File: config.mk
export PLATFORM = sky130hd
export DESIGN_NAME = voice_mixer
export DESIGN_NICKNAME = d
export VERILOG_FILES = /design/src/rtl/voice_mixer.sv
export SDC_FILE = /design/constraint.sdc
export NUM_CORES = 1
export LEC_CHECK = 0
export CELL_PAD_IN_SITES_DETAIL_PLACEMENT = 1
export CELL_PAD_IN_SITES_GLOBAL_PLACEMENT = 1
export CORE_MARGIN = 8
export CORE_UTILIZATION = 43
export CTS_CLUSTER_SIZE = 40
export DETAILED_ROUTE_END_ITERATION = 12
export GPL_TIMING_DRIVEN = 0
export MAX_ROUTING_LAYER = met4
export PLACE_DENSITY_LB_ADDON = 0.05
export SETUP_SLACK_MARGIN = 0.02
export SYNTH_ARGS = -nofsm -noshare
export SYNTH_HDL_FRONTEND = slang
export SYNTH_SLANG_ARGS = --single-unit
File: constraint.sdc
create_clock -name Clock -period 5.5 [get_ports Clock]
set_input_delay 0.825 -clock Clock [delete_from_list [all_inputs] [get_ports Clock]]
set_output_delay 0.825 -clock Clock [all_outputs]
set_load 0.05 [all_outputs]
File: src/rtl/voice_mixer.sv
// Time-multiplexed voice mixer: snapshots all voices on SampleTick, then accumulates voice*level one voice per clock.
// Latency: Valid pulses NUM_VOICES+1 clocks after the sampling tick edge; Waveform/Clip are held until the next Valid.
// Backpressure: none; a tick seen while Busy is dropped and flagged by a one-cycle Overrun pulse.
module voice_mixer #(
  parameter int WAVE_DEPTH  = 8,
  parameter int NUM_VOICES  = 4,
  parameter int LEVEL_DEPTH = 4,
  parameter int OUT_SHIFT   = 2
) (
  input  logic                              Clock,
  input  logic                              Reset,
  input  logic                              SampleTick,
  input  logic [NUM_VOICES*WAVE_DEPTH-1:0]  Voices,
  input  logic [NUM_VOICES*LEVEL_DEPTH-1:0] Levels,
  input  logic [NUM_VOICES-1:0]             VoiceEnable,
  output logic [WAVE_DEPTH-1:0]             Waveform,
  output logic                              Valid,
  output logic                              Clip,
  output logic                              Busy,
  output logic                              Overrun
);

  // Accumulator is sized so a full-scale sum of all voices can never wrap.
  localparam int ACC_W  = WAVE_DEPTH + LEVEL_DEPTH + $clog2(NUM_VOICES) + 1;
  localparam int PROD_W = WAVE_DEPTH + LEVEL_DEPTH;
  localparam int IDX_W  = (NUM_VOICES > 1) ? $clog2(NUM_VOICES) : 1;
  localparam int SHIFT  = LEVEL_DEPTH + OUT_SHIFT;

  localparam logic [IDX_W-1:0] LAST_IDX = IDX_W'(NUM_VOICES - 1);
  localparam logic [ACC_W-1:0] SAT_MAX  = {{(ACC_W-WAVE_DEPTH){1'b0}}, {WAVE_DEPTH{1'b1}}};

  typedef enum logic [1:0] {
    S_IDLE   = 2'd0,
    S_ACCUM  = 2'd1,
    S_OUTPUT = 2'd2
  } state_t;

  state_t state;
  state_t state_nxt;

  // Control decodes from the FSM
  logic start_mix;
  logic acc_en;
  logic emit;
  logic tick_drop;

  // Snapshot of the inputs taken at the start of a mix
  logic [WAVE_DEPTH-1:0]  snap_voice [NUM_VOICES];
  logic [LEVEL_DEPTH-1:0] snap_level [NUM_VOICES];
  logic [NUM_VOICES-1:0]  snap_en;

  logic [IDX_W-1:0]  idx;
  logic [ACC_W-1:0]  acc;
  logic [PROD_W-1:0] cur_prod;
  logic [ACC_W-1:0]  scaled;

  // State register
  always_ff @(posedge Clock or negedge Reset) begin
    if (!Reset) begin
      state <= S_IDLE;
    end else begin
      state <= state_nxt;
    end
  end

  // Next-state logic: IDLE -> ACCUM -> OUTPUT -> IDLE
  always_comb begin
    state_nxt = state;
    case (state)
      S_IDLE:   if (SampleTick) state_nxt = S_ACCUM;
      S_ACCUM:  if (idx == LAST_IDX) state_nxt = S_OUTPUT;
      S_OUTPUT: state_nxt = S_IDLE;
      default:  state_nxt = S_IDLE;
    endcase
  end

  // Output/control decode; a tick anywhere outside IDLE (including OUTPUT) is an overrun
  always_comb begin
    start_mix = 1'b0;
    acc_en    = 1'b0;
    emit      = 1'b0;
    Busy      = 1'b0;
    tick_drop = 1'b0;
    case (state)
      S_IDLE: begin
        start_mix = SampleTick;
      end
      S_ACCUM: begin
        acc_en    = 1'b1;
        Busy      = 1'b1;
        tick_drop = SampleTick;
      end
      S_OUTPUT: begin
        emit      = 1'b1;
        Busy      = 1'b1;
        tick_drop = SampleTick;
      end
      default: begin
        Busy      = 1'b1;
      end
    endcase
  end

  // Capture voices, levels and enables at mix start so later input changes are ignored
  always_ff @(posedge Clock or negedge Reset) begin
    if (!Reset) begin
      for (int i = 0; i < NUM_VOICES; i++) begin
        snap_voice[i] <= '0;
        snap_level[i] <= '0;
      end
      snap_en <= '0;
    end else if (start_mix) begin
      for (int i = 0; i < NUM_VOICES; i++) begin
        snap_voice[i] <= Voices[i*WAVE_DEPTH +: WAVE_DEPTH];
        snap_level[i] <= Levels[i*LEVEL_DEPTH +: LEVEL_DEPTH];
      end
      snap_en <= VoiceEnable;
    end
  end

  // Weighted contribution of the voice currently selected by idx
  always_comb begin
    cur_prod = '0;
    if (snap_en[idx]) begin
      cur_prod = PROD_W'(snap_voice[idx]) * PROD_W'(snap_level[idx]);
    end
  end

  // Voice index and running sum; both cleared when a new mix starts
  always_ff @(posedge Clock or negedge Reset) begin
    if (!Reset) begin
      idx <= '0;
      acc <= '0;
    end else if (start_mix) begin
      idx <= '0;
      acc <= '0;
    end else if (acc_en) begin
      acc <= acc + ACC_W'(cur_prod);
      if (idx != LAST_IDX) begin
        idx <= idx + 1'b1;
      end
    end
  end

  // Drop the level fraction bits plus the headroom shift before saturating
  always_comb begin
    scaled = acc >> SHIFT;
  end

  // Output sample, clip flag and strobes; Waveform/Clip only move on the OUTPUT edge
  always_ff @(posedge Clock or negedge Reset) begin
    if (!Reset) begin
      Waveform <= '0;
      Clip     <= 1'b0;
      Valid    <= 1'b0;
      Overrun  <= 1'b0;
    end else begin
      Valid   <= emit;
      Overrun <= tick_drop;
      if (emit) begin
        if (scaled > SAT_MAX) begin
          Waveform <= '1;
          Clip     <= 1'b1;
        end else begin
          Waveform <= scaled[WAVE_DEPTH-1:0];
          Clip     <= 1'b0;
        end
      end
    end
  end

endmodule

==> flow_summary_export.csv, run 1 <==
group,metric,value,unit
sta,setup_viol,0,
place,post-place-ws,0.0614,ns
cells_and_area,drive_above_1_share,0.0790,
floorplan,die_area,0.0157,sq mm
sta,fin_ws,0.293,ns
sta,min_period_over_period,0.947,
place,dp_cells,790,
logic_synthesis,synth_seq_cells,82,
place,numPortBuffers,66,
logic_synthesis,async_reset_ff_frac,1.00,
floorplan,fp.dieH,125,um
floorplan,io_pins,67,
min_path,hold_path.class,"input port to asynchronous set/reset pin",
logic_synthesis,yosysMostFrequentCell,"nand2_1",
grt,grt_overflow_total,0,
setup_path,worst-path-max-fanout,10,
clock_tree,cts_root_buffer,"clkbuf_16",
logic_synthesis,synth.area.top_cells,"dfrtp_1 40%, nand2_1 13%, ha_1 8.0%",
detailed_routing,routed_via_density,5.33,
setup_path,cp-startpoint,"idx[1]$_DFFE_PN0P_",
detailed_routing,drt-pass1-iter-count,4,
sta,finalMaxSlewViolations,0,
clock_tree,cts.clk_slew.worst_paths,0.06,ns
detailed_routing,postRouteAntennaNets,0,
outcome,outcome,"finished, final reports clean",
clock_tree,cts_max_level,3,
sta,fin_skew,0.00564,ns
clock_tree,clock_latency,0.35,ns
detailed_routing,wl_per_cell,17.5,um
floorplan,rows,40,
cells_and_area,synthToLayoutAreaGrowth,23.4,%
grt,antenna_found_initial,0,
detailed_routing,drc,0,
setup_path,arrival,5.43,ns
logic_synthesis,synth_commonest_cells,"180 x nand2_1, 82 x dfrtp_1, 47 x nor2_1",
clock_tree,numCtsBuffers,9,
logic_synthesis,ys_types,47,
sta,worst_slew_pin_slew,0.612,ns
place,hpwl,10600,um
cells_and_area,instances_no_fill,805,
detailed_routing,vias,4288,
logic_synthesis,synth_top_area_cell,"dfrtp_1",
setup_path,crit_type,"flip-flop to flip-flop",
setup_path,end_kind,"flip-flop",
logic_synthesis,syn_nets,677,
logic_synthesis,yosysWarningCount,0,
logic_synthesis,synth_top_cell_area_share,0.400,
logic_synthesis,synth_cells,576,
setup_path,cp-start-kind,"flip-flop",
grt,grt_pass1_vias,4883,
grt,grt_pass1_wl,23900,um
clock_tree,clock_sinks,82,
flow_run,cap_violations,0,
cells_and_area,final_nets,756,
sta,final.min_clock_period,5.21,ns
grt,grtUsageTotal,0.194,
floorplan,initial_utilization,0.435,
logic_synthesis,synth_edf_count,0,
cells_and_area,diodes,0,
detailed_routing,routed_wirelength,14100,um
clock_tree,clockBufferDepth,2,
sta,fmax,192,MHz
place,place_congestion,0.837,
logic_synthesis,netlist_area,0.00513,sq mm
sta,finalHoldViolations,0,
sta,holdWs,0.390,ns
setup_path,crit_required,5.73,ns
clock_tree,tritoncts,"built",
logic_synthesis,seq_area_frac_synth,0.400,
logic_synthesis,syn_area_per_cell,8.91,sq um
sta,slew_headroom,0.589,
logic_synthesis,synthFlopType,"dfrtp_1",
grt,grt_max_degree,58,
detailed_routing,drt_iter0_markers,143,
floorplan,core,0.0118,sq mm
setup_path,r2r_start,"idx[1]$_DFFE_PN0P_",
floorplan,fp.dieW,125,um
critical path: stages, from the launching register on:
cell       delay, ns
dfrtp_1         0.34
buf_2           0.22
clkbuf_4        0.29
mux4_2          0.43
and2_1          0.20
fa_1            0.53
inv_1           0.05
fa_1            0.52
inv_1           0.04
ha_1            0.35
a21oi_2         0.09
o21ai_1         0.28
a2111oi_4       0.14
or3_1           0.32
a21oi_1         0.19
ha_2            0.35
a21o_1          0.22
a221oi_2        0.28
a21oi_1         0.12
mux2i_1         0.13
cells in the final DEF, fill, tap and decap left out, drive strengths merged, types with 9 or more instances in the layout:
cell	synthesis	layout
nand2	180	180
dfrtp	82	82
clkdlybuf4s50	0	65
nor2	47	47
ha	33	33
a21oi	31	31
and2	30	30
clkbuf	14	27
o21ai	24	24
inv	23	23
fa	13	13
mux4	12	12
mux2i	10	10
buf	8	10
a211oi	9	9
routing by layer:
layer  global-route usage  wire (um)
met1                0.217       6190
met3               0.0276        328
met4               0.0802        316
met2                0.342       7240
met5                    -          0
sequential cells by signal (all words and copies together) (netlist names):
signal      flops
Valid           1
Clip            1
snap_voice     32
state           2
snap_level     16
idx             2
Overrun         1
snap_en         4
Waveform        8
acc            15
cells by family (layout without fill, tap and decap cells):
group,Yosys count,count (layout),synth area share
DFF,82,82,0.400
xor gates and xnor gates,9,9,0.0154
buffers and inverters,45,127,0.0358
AOI/OAI and AO/OA,85,85,0.105
and+or+nand+nor,285,285,0.236
adders and majority gates,46,46,0.131
muxes,24,24,0.0765
stage by stage:
step / TNS (ns) / cell area [sq um] / util
floorplan: 0 / 5130 / -
global route: -0.0376 / 6330 / 0.536
CTS: 0 / 6280 / 0.532
finish: 0 / 6330 / 0.536
detailed placement: 0 / 6000 / 0.508
global placement: 0 / 5980 / 0.506
final timing paths:
kind                                              end  slack [ns]  cells past startpoint
max                               acc[13]$_DFFE_PN0P_        0.29                     19
max in group asynchronous  snap_voice[26]$_DFFE_PN0P_        4.49                      2
min                           Waveform[5]$_DFFE_PN0P_        0.39                      1
min reg2reg                snap_voice[28]$_DFFE_PN0P_        0.47                      2
max reg2reg                       acc[13]$_DFFE_PN0P_        0.29                     19
min in group Clock         snap_voice[28]$_DFFE_PN0P_        0.47                      2
layout make-up:
type / instances / area, sq um
Sequential cell: 82 / 2050
Multi-Input combinational cell: 449 / 2930
Timing Repair Buffer: 68 / 693
Fill cell: 1398 / 5480
Tap cell: 147 / 184
Clock inverter: 2 / 12.5
Clock buffer: 12 / 267
Buffer: 22 / 108
Inverter: 23 / 86.3
repair_timing:
action | 4_1_cts | 5_1_grt
setup endpoints to repair | 0 | 5
gates resized for setup | 0 | 12
buffers inserted | 0 | 1
hold buffers | 0 | 0
Power of run 1 is left out: the tool's default activity adds up to more than one toggle a clock period on the data nets, which glitch-free logic cannot reach.
==> run 2, diff against run 1 <==
--- a/config.mk
+++ b/config.mk
@@ -9,11 +9,12 @@
 export CELL_PAD_IN_SITES_GLOBAL_PLACEMENT = 1
 export CORE_MARGIN = 8
 export CORE_UTILIZATION = 43
-export CTS_CLUSTER_SIZE = 40
+export CTS_CLUSTER_SIZE = 8
 export DETAILED_ROUTE_END_ITERATION = 12
 export GPL_TIMING_DRIVEN = 0
 export MAX_ROUTING_LAYER = met4
 export PLACE_DENSITY_LB_ADDON = 0.05
+export RECOVER_POWER = 50
 export SETUP_SLACK_MARGIN = 0.02
 export SYNTH_ARGS = -nofsm -noshare
 export SYNTH_HDL_FRONTEND = slang
==> flow_summary_export.csv, run 2 (same netlist as run 1, synthesis figures left out) <==
group,metric,value,unit
outcome,outcome,"finished with violations",
setup_path,end_kind,"flip-flop",
cells_and_area,final_nets,756,
cells_and_area,layout_commonest_cell,"nand2_1",
grt,grtUsageTotal,0.194,
outcome,violations,"capacitance limit, slew limit",
detailed_routing,routed_wirelength,14100,um
setup_path,crit_required,5.73,ns
place,place_congestion,0.837,
detailed_routing,drt_iter0_markers,143,
grt,antenna_found_initial,0,
sta,finalHoldViolations,0,
grt,grt_overflow_total,0,
detailed_routing,wl_per_cell,17.5,um
grt,grt.met2_usage,0.342,
sta,finalMaxSlewViolations,58,
grt,top_usage_layer,"met2",
setup_path,cp-start-kind,"flip-flop",
detailed_routing,drc,0,
flow_run,cap_violations,1,
floorplan,fp.dieW,125,um
clock_tree,clock_latency,0.35,ns
place,numPortBuffers,66,
detailed_routing,postRouteAntennaNets,0,
cells_and_area,largest_register_ffs,32,
floorplan,die_area,0.0157,sq mm
floorplan,fp.dieH,125,um
detailed_routing,drt-pass1-iter-count,4,
clock_tree,tritoncts,"built",
grt,grt_pass1_vias,4883,
sta,fin_skew,0.00557,ns
grt,grt_max_degree,58,
clock_tree,cts.clk_slew.worst_paths,0.06,ns
cells_and_area,finalInstanceArea,0.00631,sq mm
floorplan,io_pins,67,
grt,grt.met1_usage,0.217,
detailed_routing,vias,4288,
sta,fmax,192,MHz
clock_tree,numCtsBuffers,9,
cells_and_area,top_regs,"snap_voice x32, snap_level x16, acc x15",
cells_and_area,drive_above_1_share,0.0760,
floorplan,core,0.0118,sq mm
sta,worst_slew_pin_slew,3.15,ns
clock_tree,cts_root_buffer,"clkbuf_16",
grt,grt_pass1_wl,23900,um
min_path,hold_path.class,"flip-flop to flip-flop",
detailed_routing,routed_via_density,5.33,
sta,setup_viol,0,
floorplan,rows,40,
sta,final.min_clock_period,5.21,ns
cells_and_area,diodes,0,
place,hpwl,10600,um
clock_tree,cts_max_level,3,
setup_path,worst-path-max-fanout,10,
clock_tree,clockBufferDepth,2,
sta,slew_headroom,-1.10,
clock_tree,clock_sinks,82,
cells_and_area,final_cell_mix,"180 x nand2_1, 82 x dfrtp_1, 64 x clkdlybuf4s50_1, 47 x nor2_1, 32 x ha_1",
cells_and_area,synthToLayoutAreaGrowth,22.9,%
setup_path,crit_type,"flip-flop to flip-flop",
floorplan,initial_utilization,0.435,
grt,use_met3,0.0276,
setup_path,arrival,5.44,ns
sta,min_period_over_period,0.947,
cells_and_area,largest-register,"snap_voice",
place,placed_area,0.00600,sq mm
[run 2: through the flow]
step / hold slack (ns) / utilization / TNS (ns) / cells / worst slack, ns
finish: 0.471 / 0.534 / 0 / 805 / 0.289
global route: 0.499 / 0.534 / -0.0376 / 805 / -0.0137
CTS: 0.399 / 0.532 / 0 / 804 / 0.0480
detailed placement: 0.463 / 0.508 / 0 / 790 / 0.0614
global placement: 0.454 / 0.506 / 0 / 789 / 0.158
floorplan: 0.440 / - / 0 / 576 / 0.642
[run 2: critical path: stages, from the launching register on]
cell       delay [ns]
dfrtp_1          0.34
buf_2            0.22
clkbuf_4         0.29
mux4_2           0.43
and2_1           0.20
fa_1             0.53
inv_1            0.05
fa_1             0.52
inv_1            0.04
ha_1             0.35
a21oi_2          0.09
o21ai_1          0.28
a2111oi_4        0.14
or3_1            0.32
a21oi_1          0.19
ha_2             0.35
a21o_1           0.22
a221oi_2         0.28
a21oi_1          0.13
mux2i_1          0.13
[run 2: cell type report]
class | instances | area [sq um]
fillers | 1402 | 5500
multi-input cells | 449 | 2930
flip-flops and latches | 82 | 2050
repair buffers | 68 | 666
clock buffers | 12 | 267
well taps | 147 | 184
plain buffers | 22 | 108
inverters | 23 | 86.3
clock inverters | 2 | 12.5
[run 2: metal layers]
layer  up-vias  wire length (um)
met5         -                 0
met4         0               316
met3        23               327
met2        66              7240
met1      2129              6190
li1       2070                 -
[run 2: worst paths after layout]
kind	startpoint	to	slack, ns	cells after the start
worst max register to register	idx[1]$_DFFE_PN0P_	acc[13]$_DFFE_PN0P_	0.29	19
min in group asynchronous	Reset	Waveform[5]$_DFFE_PN0P_	0.81	1
worst min-delay path	snap_voice[28]$_DFFE_PN0P_	snap_voice[28]$_DFFE_PN0P_	0.47	2
worst max-delay path	idx[1]$_DFFE_PN0P_	acc[13]$_DFFE_PN0P_	0.29	19
worst min register to register	snap_voice[28]$_DFFE_PN0P_	snap_voice[28]$_DFFE_PN0P_	0.47	2
max in group asynchronous	Reset	snap_voice[26]$_DFFE_PN0P_	1.04	2
[run 2: timing repair]
action,in CTS,in global routing
resized for setup,0,12
endpoints found under the setup margin,0,5
hold buffers,0,0
setup buffers,0,1
Power of run 2 is left out for the same reason.
